[src/rtl/mem_access_pkg.sv]
// Shared definitions for the data-memory access controller.
//  - opcode encodings for loads and stores
//  - funct3 access-size encodings
//  - FSM state encoding
//  - size_mask(): byte-enable mask for an access size, before the offset shift
package mem_access_pkg;

  localparam logic [6:0] OP_LOAD  = 7'd3;
  localparam logic [6:0] OP_STORE = 7'd35;

  localparam logic [2:0] F3_B  = 3'd0;
  localparam logic [2:0] F3_H  = 3'd1;
  localparam logic [2:0] F3_W  = 3'd2;
  localparam logic [2:0] F3_D  = 3'd3;
  localparam logic [2:0] F3_BU = 3'd4;
  localparam logic [2:0] F3_HU = 3'd5;
  localparam logic [2:0] F3_WU = 3'd6;

  typedef enum logic [1:0] {
    ST_IDLE  = 2'd0,
    ST_READ  = 2'd1,
    ST_WRITE = 2'd2,
    ST_DONE  = 2'd3
  } state_e;

  // Unsigned variants share the width of their signed counterparts.
  function automatic logic [7:0] size_mask(input logic [2:0] f3);
    case (f3)
      F3_B, F3_BU: size_mask = 8'h01;
      F3_H, F3_HU: size_mask = 8'h03;
      F3_W, F3_WU: size_mask = 8'h0F;
      default:     size_mask = 8'hFF;
    endcase
  endfunction

endpackage

[src/rtl/store_merge.sv]
// Combinational byte merge for the store read-modify-write.
// Ports:
//  rdata   in  64  doubleword read from memory
//  wdata   in  64  store data, right-aligned (low bytes are stored)
//  funct3  in  3   access size
//  off     in  3   byte offset inside the doubleword
//  merged  out 64  doubleword to write back
module store_merge
  import mem_access_pkg::*;
(
  input  logic [63:0] rdata,
  input  logic [63:0] wdata,
  input  logic [2:0]  funct3,
  input  logic [2:0]  off,
  output logic [63:0] merged
);

  logic [7:0]  mask;
  logic [63:0] wdata_sh;

  always_comb begin
    mask     = size_mask(funct3) << off;
    wdata_sh = wdata << {off, 3'b000};
    merged   = rdata;
    for (int i = 0; i < 8; i++) begin
      if (mask[i]) merged[8*i +: 8] = wdata_sh[8*i +: 8];
    end
  end

endmodule

[src/rtl/mem_access_ctrl.sv]
// Load/store sequencer in front of the doubleword-wide data memory.
// Loads read the dword and right-align the addressed bytes into load_data;
// stores do read-modify-write through store_merge.
// Ports:
//  clk, reset_n          clock, async active-low reset
//  start                 request pulse, sampled only in IDLE
//  opcode, funct3        instruction fields selecting load/store and size
//  addr, store_data      byte address and store value
//  mem_rdata             memory read data
//  mem_addr, mem_wdata   dword address and merged write data
//  mem_wr                one-cycle write strobe
//  load_data             right-aligned, zero-filled load result
//  busy, done, err       status; err is meaningful while done=1
//
// state  | meaning
// IDLE   | waiting for start
// READ   | memory address presented, counting down read latency
// WRITE  | merged dword written back (mem_wr=1)
// DONE   | one-cycle completion, err valid
module mem_access_ctrl
  import mem_access_pkg::*;
#(
  parameter int MEM_LAT = 1
) (
  input  logic        clk,
  input  logic        reset_n,
  input  logic        start,
  input  logic [6:0]  opcode,
  input  logic [2:0]  funct3,
  input  logic [63:0] addr,
  input  logic [63:0] store_data,
  input  logic [63:0] mem_rdata,
  output logic [63:0] mem_addr,
  output logic [63:0] mem_wdata,
  output logic        mem_wr,
  output logic [63:0] load_data,
  output logic        busy,
  output logic        done,
  output logic        err
);

  // The address is registered, so READ always spans at least one cycle and
  // rdata is sampled at the end of READ cycle max(MEM_LAT,1).
  localparam logic [3:0] CNT_LOAD = (MEM_LAT == 0) ? 4'd0 : 4'(MEM_LAT - 1);

  state_e      state;
  logic        store_q;
  logic [2:0]  funct3_q;
  logic [63:0] addr_q;
  logic [63:0] store_data_q;
  logic [3:0]  cnt;
  logic        err_q;

  logic        is_load;
  logic        is_store;
  logic        illegal;
  logic        misaligned;
  logic [2:0]  off;
  logic [7:0]  ld_mask;
  logic [63:0] ld_mask64;
  logic [63:0] merged;

  always_comb begin
    is_load  = (opcode == OP_LOAD);
    is_store = (opcode == OP_STORE);
    illegal  = (is_load && funct3 == 3'd7) || (is_store && funct3 > F3_D);
    case (funct3[1:0])
      2'd0:    misaligned = 1'b0;
      2'd1:    misaligned = addr[0];
      2'd2:    misaligned = |addr[1:0];
      default: misaligned = |addr[2:0];
    endcase
  end

  assign off = addr_q[2:0];

  always_comb begin
    ld_mask   = size_mask(funct3_q);
    ld_mask64 = '0;
    for (int i = 0; i < 8; i++) ld_mask64[8*i +: 8] = {8{ld_mask[i]}};
  end

  store_merge u_merge (
    .rdata  (mem_rdata),
    .wdata  (store_data_q),
    .funct3 (funct3_q),
    .off    (off),
    .merged (merged)
  );

  always_ff @(posedge clk or negedge reset_n) begin
    if (!reset_n) begin
      state        <= ST_IDLE;
      store_q      <= 1'b0;
      funct3_q     <= '0;
      addr_q       <= '0;
      store_data_q <= '0;
      cnt          <= '0;
      err_q        <= 1'b0;
      load_data    <= '0;
      mem_wdata    <= '0;
    end else begin
      case (state)
        ST_IDLE: begin
          if (start && (is_load || is_store)) begin
            store_q      <= is_store;
            funct3_q     <= funct3;
            addr_q       <= addr;
            store_data_q <= store_data;
            if (illegal || misaligned) begin
              err_q <= 1'b1;
              state <= ST_DONE;
            end else begin
              err_q <= 1'b0;
              cnt   <= CNT_LOAD;
              state <= ST_READ;
            end
          end
        end
        ST_READ: begin
          if (cnt == 4'd0) begin
            if (store_q) begin
              mem_wdata <= merged;
              state     <= ST_WRITE;
            end else begin
              load_data <= (mem_rdata >> {off, 3'b000}) & ld_mask64;
              state     <= ST_DONE;
            end
          end else begin
            cnt <= cnt - 4'd1;
          end
        end
        ST_WRITE: state <= ST_DONE;
        ST_DONE:  state <= ST_IDLE;
        default:  state <= ST_IDLE;
      endcase
    end
  end

  // Decoded straight from state so reset removes mem_wr without waiting a clock.
  assign mem_addr = {addr_q[63:3], 3'b000};
  assign mem_wr   = (state == ST_WRITE);
  assign busy     = (state != ST_IDLE);
  assign done     = (state == ST_DONE);
  assign err      = (state == ST_DONE) && err_q;

endmodule

[config.mk]
export PLATFORM = sky130hd
export DESIGN_NAME = mem_access_ctrl
export DESIGN_NICKNAME = d
export VERILOG_FILES = /design/src/rtl/mem_access_pkg.sv /design/src/rtl/store_merge.sv /design/src/rtl/mem_access_ctrl.sv
export SDC_FILE = /design/constraint.sdc
export NUM_CORES = 1
export LEC_CHECK = 0
export ABC_CLOCK_PERIOD_IN_PS = 2770
export BUFFER_PORTS_ARGS = -buffer_cell sky130_fd_sc_hd__buf_2
export CAP_MARGIN = 20
export CORE_MARGIN = 2
export CORE_UTILIZATION = 58
export CTS_BUF_LIST = sky130_fd_sc_hd__clkbuf_4 sky130_fd_sc_hd__clkbuf_8 sky130_fd_sc_hd__clkbuf_16
export DETAILED_ROUTE_END_ITERATION = 12
export PLACE_DENSITY = 0.87
export SLEW_MARGIN = 30
export SYNTH_ARGS = -nofsm -noshare
export SYNTH_HDL_FRONTEND = slang
export SYNTH_HIERARCHICAL = 1
export SYNTH_SLANG_ARGS = --single-unit
[constraint.sdc]
create_clock -name clk -period 2.77 [get_ports clk]
set_input_delay 0 -clock clk [delete_from_list [all_inputs] [get_ports clk]]
set_output_delay 0 -clock clk [all_outputs]
set_load 0.02 [all_outputs]
==> summary.md, run 1 <==
| Metric | Value |
|---|---|
| Mapped Area | 14700 um^2 |
| Global-route wire length before repair | 79700 um |
| Setup TNS | 0 ns |
| Largest net degree at the start of global routing | 92 |
| Peak VDD IR | 0.548 mV |
| Tot Pwr | 16200 uW |
| PwrDens | 844 nW/um^2 |
| # resized after CTS | 0 |
| Via/cell ratio | 6.23 |
| Leakage power | 0.00921 uW |
| Max-Cap Viols | 0 |
| Iter 0 DRT Violations | 1532 |
| Metal3 WL | 5660 um |
| CTS clock-pin slew for the worst setup and hold paths | 0.07 ns |
| TritonCTS Sinks | 266 |
| CP Cell Sequence | nand2b_1 -> o22ai_1 -> a21oi_1 -> o21ai_0 -> mux2_2 |
| Layout cells sized above 1 | 0.442 |
| CTS Buf Count | 27 |
| Initial antenna violation count | 2 |
| Placer Congestion | 0.996 |
| Highest-count cells in the layout ignoring fill and taps | buf_2 (396), dfrtp_1 (263), mux2_2 (237) |
| Worst Tran Pin Value | 0.806 ns |
| HPWL after detailed placement | 37800 um |
| Worst Path Max Fanout | 23 |
| Post-route DRC | 0 |
| Syn Inst Count | 1216 |
| RSZ-0062 raised after global routing | no |
| Worst setup SP type | register |
| R2r endpoint | mem_wdata[41] |
| Routed wl met2 | 25500 um |
| Worst path bufs/invs | 0 |
| Grt ovf | 0 |
| Fmax | 0.406 GHz |
| Final core utilization | 0.765 |
| Synth-to-layout area growth | 30.6% |
| IO Pins | 401 |
| Die height | 163 um |
| CTS tree | yes |
| Post-CTS Hold Fix Bufs | 181 |
| Min-delay worst type | in2reg |
| Wl on met1 | 19900 um |
| Fin. max-slew vios | 0 |
| Worst path slowest cell | dfrtp_2 |
| Drt wl/cell | 26.3 um |
| CP arrival | 2.90 ns |
| Fin. Hold Viols | 0 |
| Syn avg cell area | 12.1 um^2 |
| Commonest non-fill, non-tap cell in the layout | buf_2 |
| Slew HR | 0.463 |
| Worst slack, placed | 0.370 ns |
| WHS | 0.0000263 ns |
| Row cnt | 58 |
| Worst hold endpoint | mem_wdata[16] |
| Final net count | 1918 |
| Worst skew pair latency | 0.55 ns |
| WL final | 54200 um |
| Crit-path leading delay family | flip-flops |
| Final setup margin | 0.306 ns |
| CP Capture Type | register |
| Yosys warnings | 6 |
| Vias | 12823 |
| CP Class | reg2reg |
| Top sig layer | met4 |
| DR pass1 iterations | 6 |
| Area of the die | 26600 um^2 |
| Routed Antenna Nets | 0 |
| Vias in the first global route | 13096 |
| Critical R2R Launch | addr_q[2] |
| Max Root-Sink Buffers | 3 |
| CP max stage delay | 0.69 ns |
| Status | complete, no violations |
| Crit path required time | 3.20 ns |
| Minimum clock period | 2.46 ns |
| Final count of negative-setup-slack endpoints | 0 |
| Clock root buffer | clkbuf_16 |
| Worst hold stages | 4 |
| Hold Crit Start | mem_rdata[16] |
| Core ar. | 25000 um^2 |
| Port bufs | 397 |
| Die Wd | 163 um |
| Gr usage total | 0.402 |
| R2r worst-path depth | 5 |
| Setup bufs post-CTS | 0 |
| H-tree depth | 1 |
| Reg-to-reg slack, setup | 0.31 ns |
| Initial Utilization | 0.586 |
| Final period utilization | 0.889 |
| Fin Clk Skew | 0.0191 ns |
## tightest hold or removal path: stages
cell	delay [ns]
buf_2	0.13
inv_1	0.05
mux2i_1	0.16
mux2_2	0.17
## sequential cells by signal, summed over array words and instances (netlist names)
signal        flops
funct3_q          2
cnt               4
store_data_q     64
store_q           1
load_data        64
err_q             1
state             2
mem_wdata        64
addr_q           64
## stage by stage
stage | instances | area [um^2]
after CTS | 2057 | 19200
after floorplan | 1218 | 14700
after detailed placement | 1828 | 16400
after global routing | 2059 | 19200
after global placement | 1828 | 16400
final | 2059 | 19200
## per-layer routing
metal	up-vias	track usage
met2	955	0.644
met3	203	0.0945
li1	5390	-
met1	6275	0.510
met5	-	0
met4	0	0.210
## layout make-up
cell class	instances	area [um^2]
timing repair buffer	611	4170
sequential	266	6670
clock inverter	12	116
antenna	2	5.00
fill	1593	5880
multi-input combinational	785	6940
tap	330	413
clock buffer	36	781
inverter	17	63.8
## worst max-delay path by stage
stage,start,end,slack (ns),cells past startpoint
finish,addr_q[2],mem_wdata[41],0.31,5
global route,addr_q[1],load_data[45],0.15,5
detailed placement,addr_q[2],mem_wdata[48],0.37,5
CTS,addr_q[1],load_data[46],0.34,5
global placement,addr_q[2],mem_wdata[52],0.42,5
floorplan,state[1],load_data[38],0.90,7
## power breakdown
part           internal, uW  switching, uW
combinational          2670           3830
clock                  2160           1600
sequential             4950            969
total                  9770           6400
(Power assumes the default switching activity.)
==> inputs of run 2 (changes only) <==
--- a/config.mk
+++ b/config.mk
@@ -5,6 +5,7 @@
 export SDC_FILE = /design/constraint.sdc
 export NUM_CORES = 1
 export LEC_CHECK = 0
+export ABC_AREA = 1
 export ABC_CLOCK_PERIOD_IN_PS = 2770
 export BUFFER_PORTS_ARGS = -buffer_cell sky130_fd_sc_hd__buf_2
 export CAP_MARGIN = 20
@@ -12,7 +13,7 @@
 export CORE_UTILIZATION = 58
 export CTS_BUF_LIST = sky130_fd_sc_hd__clkbuf_4 sky130_fd_sc_hd__clkbuf_8 sky130_fd_sc_hd__clkbuf_16
 export DETAILED_ROUTE_END_ITERATION = 12
-export PLACE_DENSITY = 0.87
+export PLACE_DENSITY = 0.86
 export SLEW_MARGIN = 30
 export SYNTH_ARGS = -nofsm -noshare
 export SYNTH_HDL_FRONTEND = slang
==> summary.md, run 2 <==
| Metric | Value |
|---|---|
| Slew HR | 0.434 |
| CP dominant cell by count | nand2_1 |
| Grt ovf | 0 |
| Area of the die | 27800 um^2 |
| Worst path slowest cell | dfrtp_2 |
| Fin. max-slew vios | 0 |
| Highest-count cells in the layout ignoring fill and taps | nand2_1 (1053), buf_2 (396), dfrtp_1 (263) |
| Placed cells | 2607 |
| Iter 0 DRT Violations | 2194 |
| Global-route wire length before repair | 92000 um |
| Setup TNS | 0 ns |
| Final setup margin | 0.458 ns |
| Final period utilization | 0.835 |
| Port bufs | 397 |
| Switching share of power | 0.441 |
| Clock power frac | 0.207 |
| CTS clock-pin slew for the worst setup and hold paths | 0.07 ns |
| Crit-path leading delay family | flip-flops |
| Reg power frac | 0.329 |
| Worst Path Max Fanout | 28 |
| PwrDens | 975 nW/um^2 |
| CP Launch Point | addr_q[1] |
| Die height | 167 um |
| Drt wl/cell | 21.0 um |
| Largest net degree at the start of global routing | 139 |
| Critical R2R Launch | addr_q[1] |
| Routed Antenna Nets | 0 |
| Post-route DRC | 0 |
| Comb pwr share | 0.464 |
| Layout cells sized above 1 | 0.252 |
| Max-Cap Viols | 0 |
| CTS Buf Count | 28 |
| Peak VDD IR | 0.925 mV |
| Final net count | 2708 |
| Clock root buffer | clkbuf_16 |
| Wl on met1 | 21700 um |
| Post-CTS Hold Fix Bufs | 196 |
| Final instance area | 19800 um^2 |
| RSZ-0062 raised after global routing | no |
| Initial Utilization | 0.590 |
| Worst setup SP type | register |
| Fin. Hold Viols | 0 |
| Commonest non-fill, non-tap cell in the layout | nand2_1 |
| IO Pins | 401 |
| Syn avg cell area | 7.61 um^2 |
| Minimum clock period | 2.31 ns |
| Crit path required time | 3.22 ns |
| Die Wd | 167 um |
| Worst Tran Pin Value | 0.849 ns |
| Worst path bufs/invs | 1 |
| Yosys warnings | 6 |
| Min-delay worst type | in2reg |
| CTS tree | yes |
| # resized after CTS | 0 |
| Worst skew pair latency | 0.56 ns |
| Final Non-Filler Cells | 2856 |
| Internal power | 10800 uW |
| Synth-to-layout area growth | 29.1% |
| Initial antenna violation count | 0 |
| Setup bufs post-CTS | 0 |
| Row cnt | 59 |
| CP Capture Type | register |
| Mapped Area | 15400 um^2 |
| H-tree depth | 1 |
| Worst slack, placed | 0.514 ns |
| Switch Pwr | 8530 uW |
| Final count of negative-setup-slack endpoints | 0 |
| Max Root-Sink Buffers | 3 |
| Hold Crit Start | mem_rdata[9] |
| CP arrival | 2.76 ns |
| Placed Area | 16900 um^2 |
| CP max stage delay | 0.79 ns |
| TritonCTS Sinks | 266 |
| Syn Inst Count | 2019 |
| Fmax | 0.432 GHz |
| Top sig layer | met4 |
| DR pass1 iterations | 8 |
| Vias | 16340 |
| Via/cell ratio | 5.72 |
| Leakage power | 0.0110 uW |
| Routed wl met2 | 28200 um |
| Fin Clk Skew | 0.0244 ns |
| WL final | 60100 um |
| Vias in the first global route | 16172 |
| Core ar. | 26100 um^2 |
| HPWL after detailed placement | 40200 um |
| CP Class | reg2reg |
| CP Cell Sequence | inv_6 -> o21ai_2 -> nand2_1 -> nand2_1 -> o21ai_0 -> mux2_4 |
| Gr usage total | 0.427 |
| Metal3 WL | 6320 um |
| Placer Congestion | 1.01 |
| WHS | 0.0101 ns |
| Status | complete, no violations |
[run 2: cell types whose count changed in the layout (fill, tap and decap cells not counted), sizes merged, moves of 13 or more]
| cell | delta |
|---|---|
| mux2 | -174 |
| inv | +52 |
| or2 | +16 |
| o21ai | +83 |
| a22o | -34 |
| nand2b | -13 |
| mux2i | -130 |
| a2bb2oi | -21 |
| o22ai | -18 |
| nor2b | -14 |
| dlygate4sd3 | +15 |
| nand3 | +150 |
| nand2 | +993 |
[run 2: path summary, 6_finish.rpt]
kind	cells after the start	slack (ns)	end
setup / recovery	6	0.46	mem_wdata[26]
hold / removal	4	0.01	mem_wdata[9]
setup reg to reg	6	0.46	mem_wdata[26]
hold reg to reg	2	0.47	addr_q[53]
max in group asynchronous	3	1.80	addr_q[3]
min in group asynchronous	2	0.03	mem_wdata[17]
[run 2: cell type report]
type | count | area (um^2)
Multi-Input combinational cell | 1515 | 7260
Sequential cell | 266 | 6660
Fill cell | 1801 | 6210
Timing Repair Buffer | 620 | 4260
Clock buffer | 37 | 817
Tap cell | 335 | 419
Inverter | 67 | 258
Clock inverter | 15 | 168
Antenna cell | 1 | 2.50
[run 2: per-stage QoR]
| stage | util | total power, uW |
|---|---|---|
| finish | 0.762 | 19400 |
| global route | 0.762 | 20200 |
| CTS | 0.762 | 19000 |
| detailed placement | 0.649 | 14800 |
| global placement | 0.649 | 14600 |
| floorplan | - | 12200 |
[run 2: metal layers]
metal  vias up  track usage
met5         -            0
met4         0        0.235
met3       240       0.0851
met2      1159        0.701
met1      7685        0.532
li1       7256            -
[run 2: worst min-delay path, delay by kind of cell]
kind            cells  cell delay (ns)
mux                 1             0.14
buf+inv             1             0.19
compound gates      1             0.12
simple gates        1             0.09
[run 2: power groups by stage]
stage / Combinational, uW / Clock [uW] / Sequential, uW
3_3_place_gp: 8280 / 0 / 6310
2_1_floorplan: 5110 / 0 / 7100
6_report: 8990 / 4010 / 6360
4_1_cts: 8710 / 4000 / 6290
3_5_place_dp: 8470 / 0 / 6310
5_1_grt: 9610 / 4180 / 6460
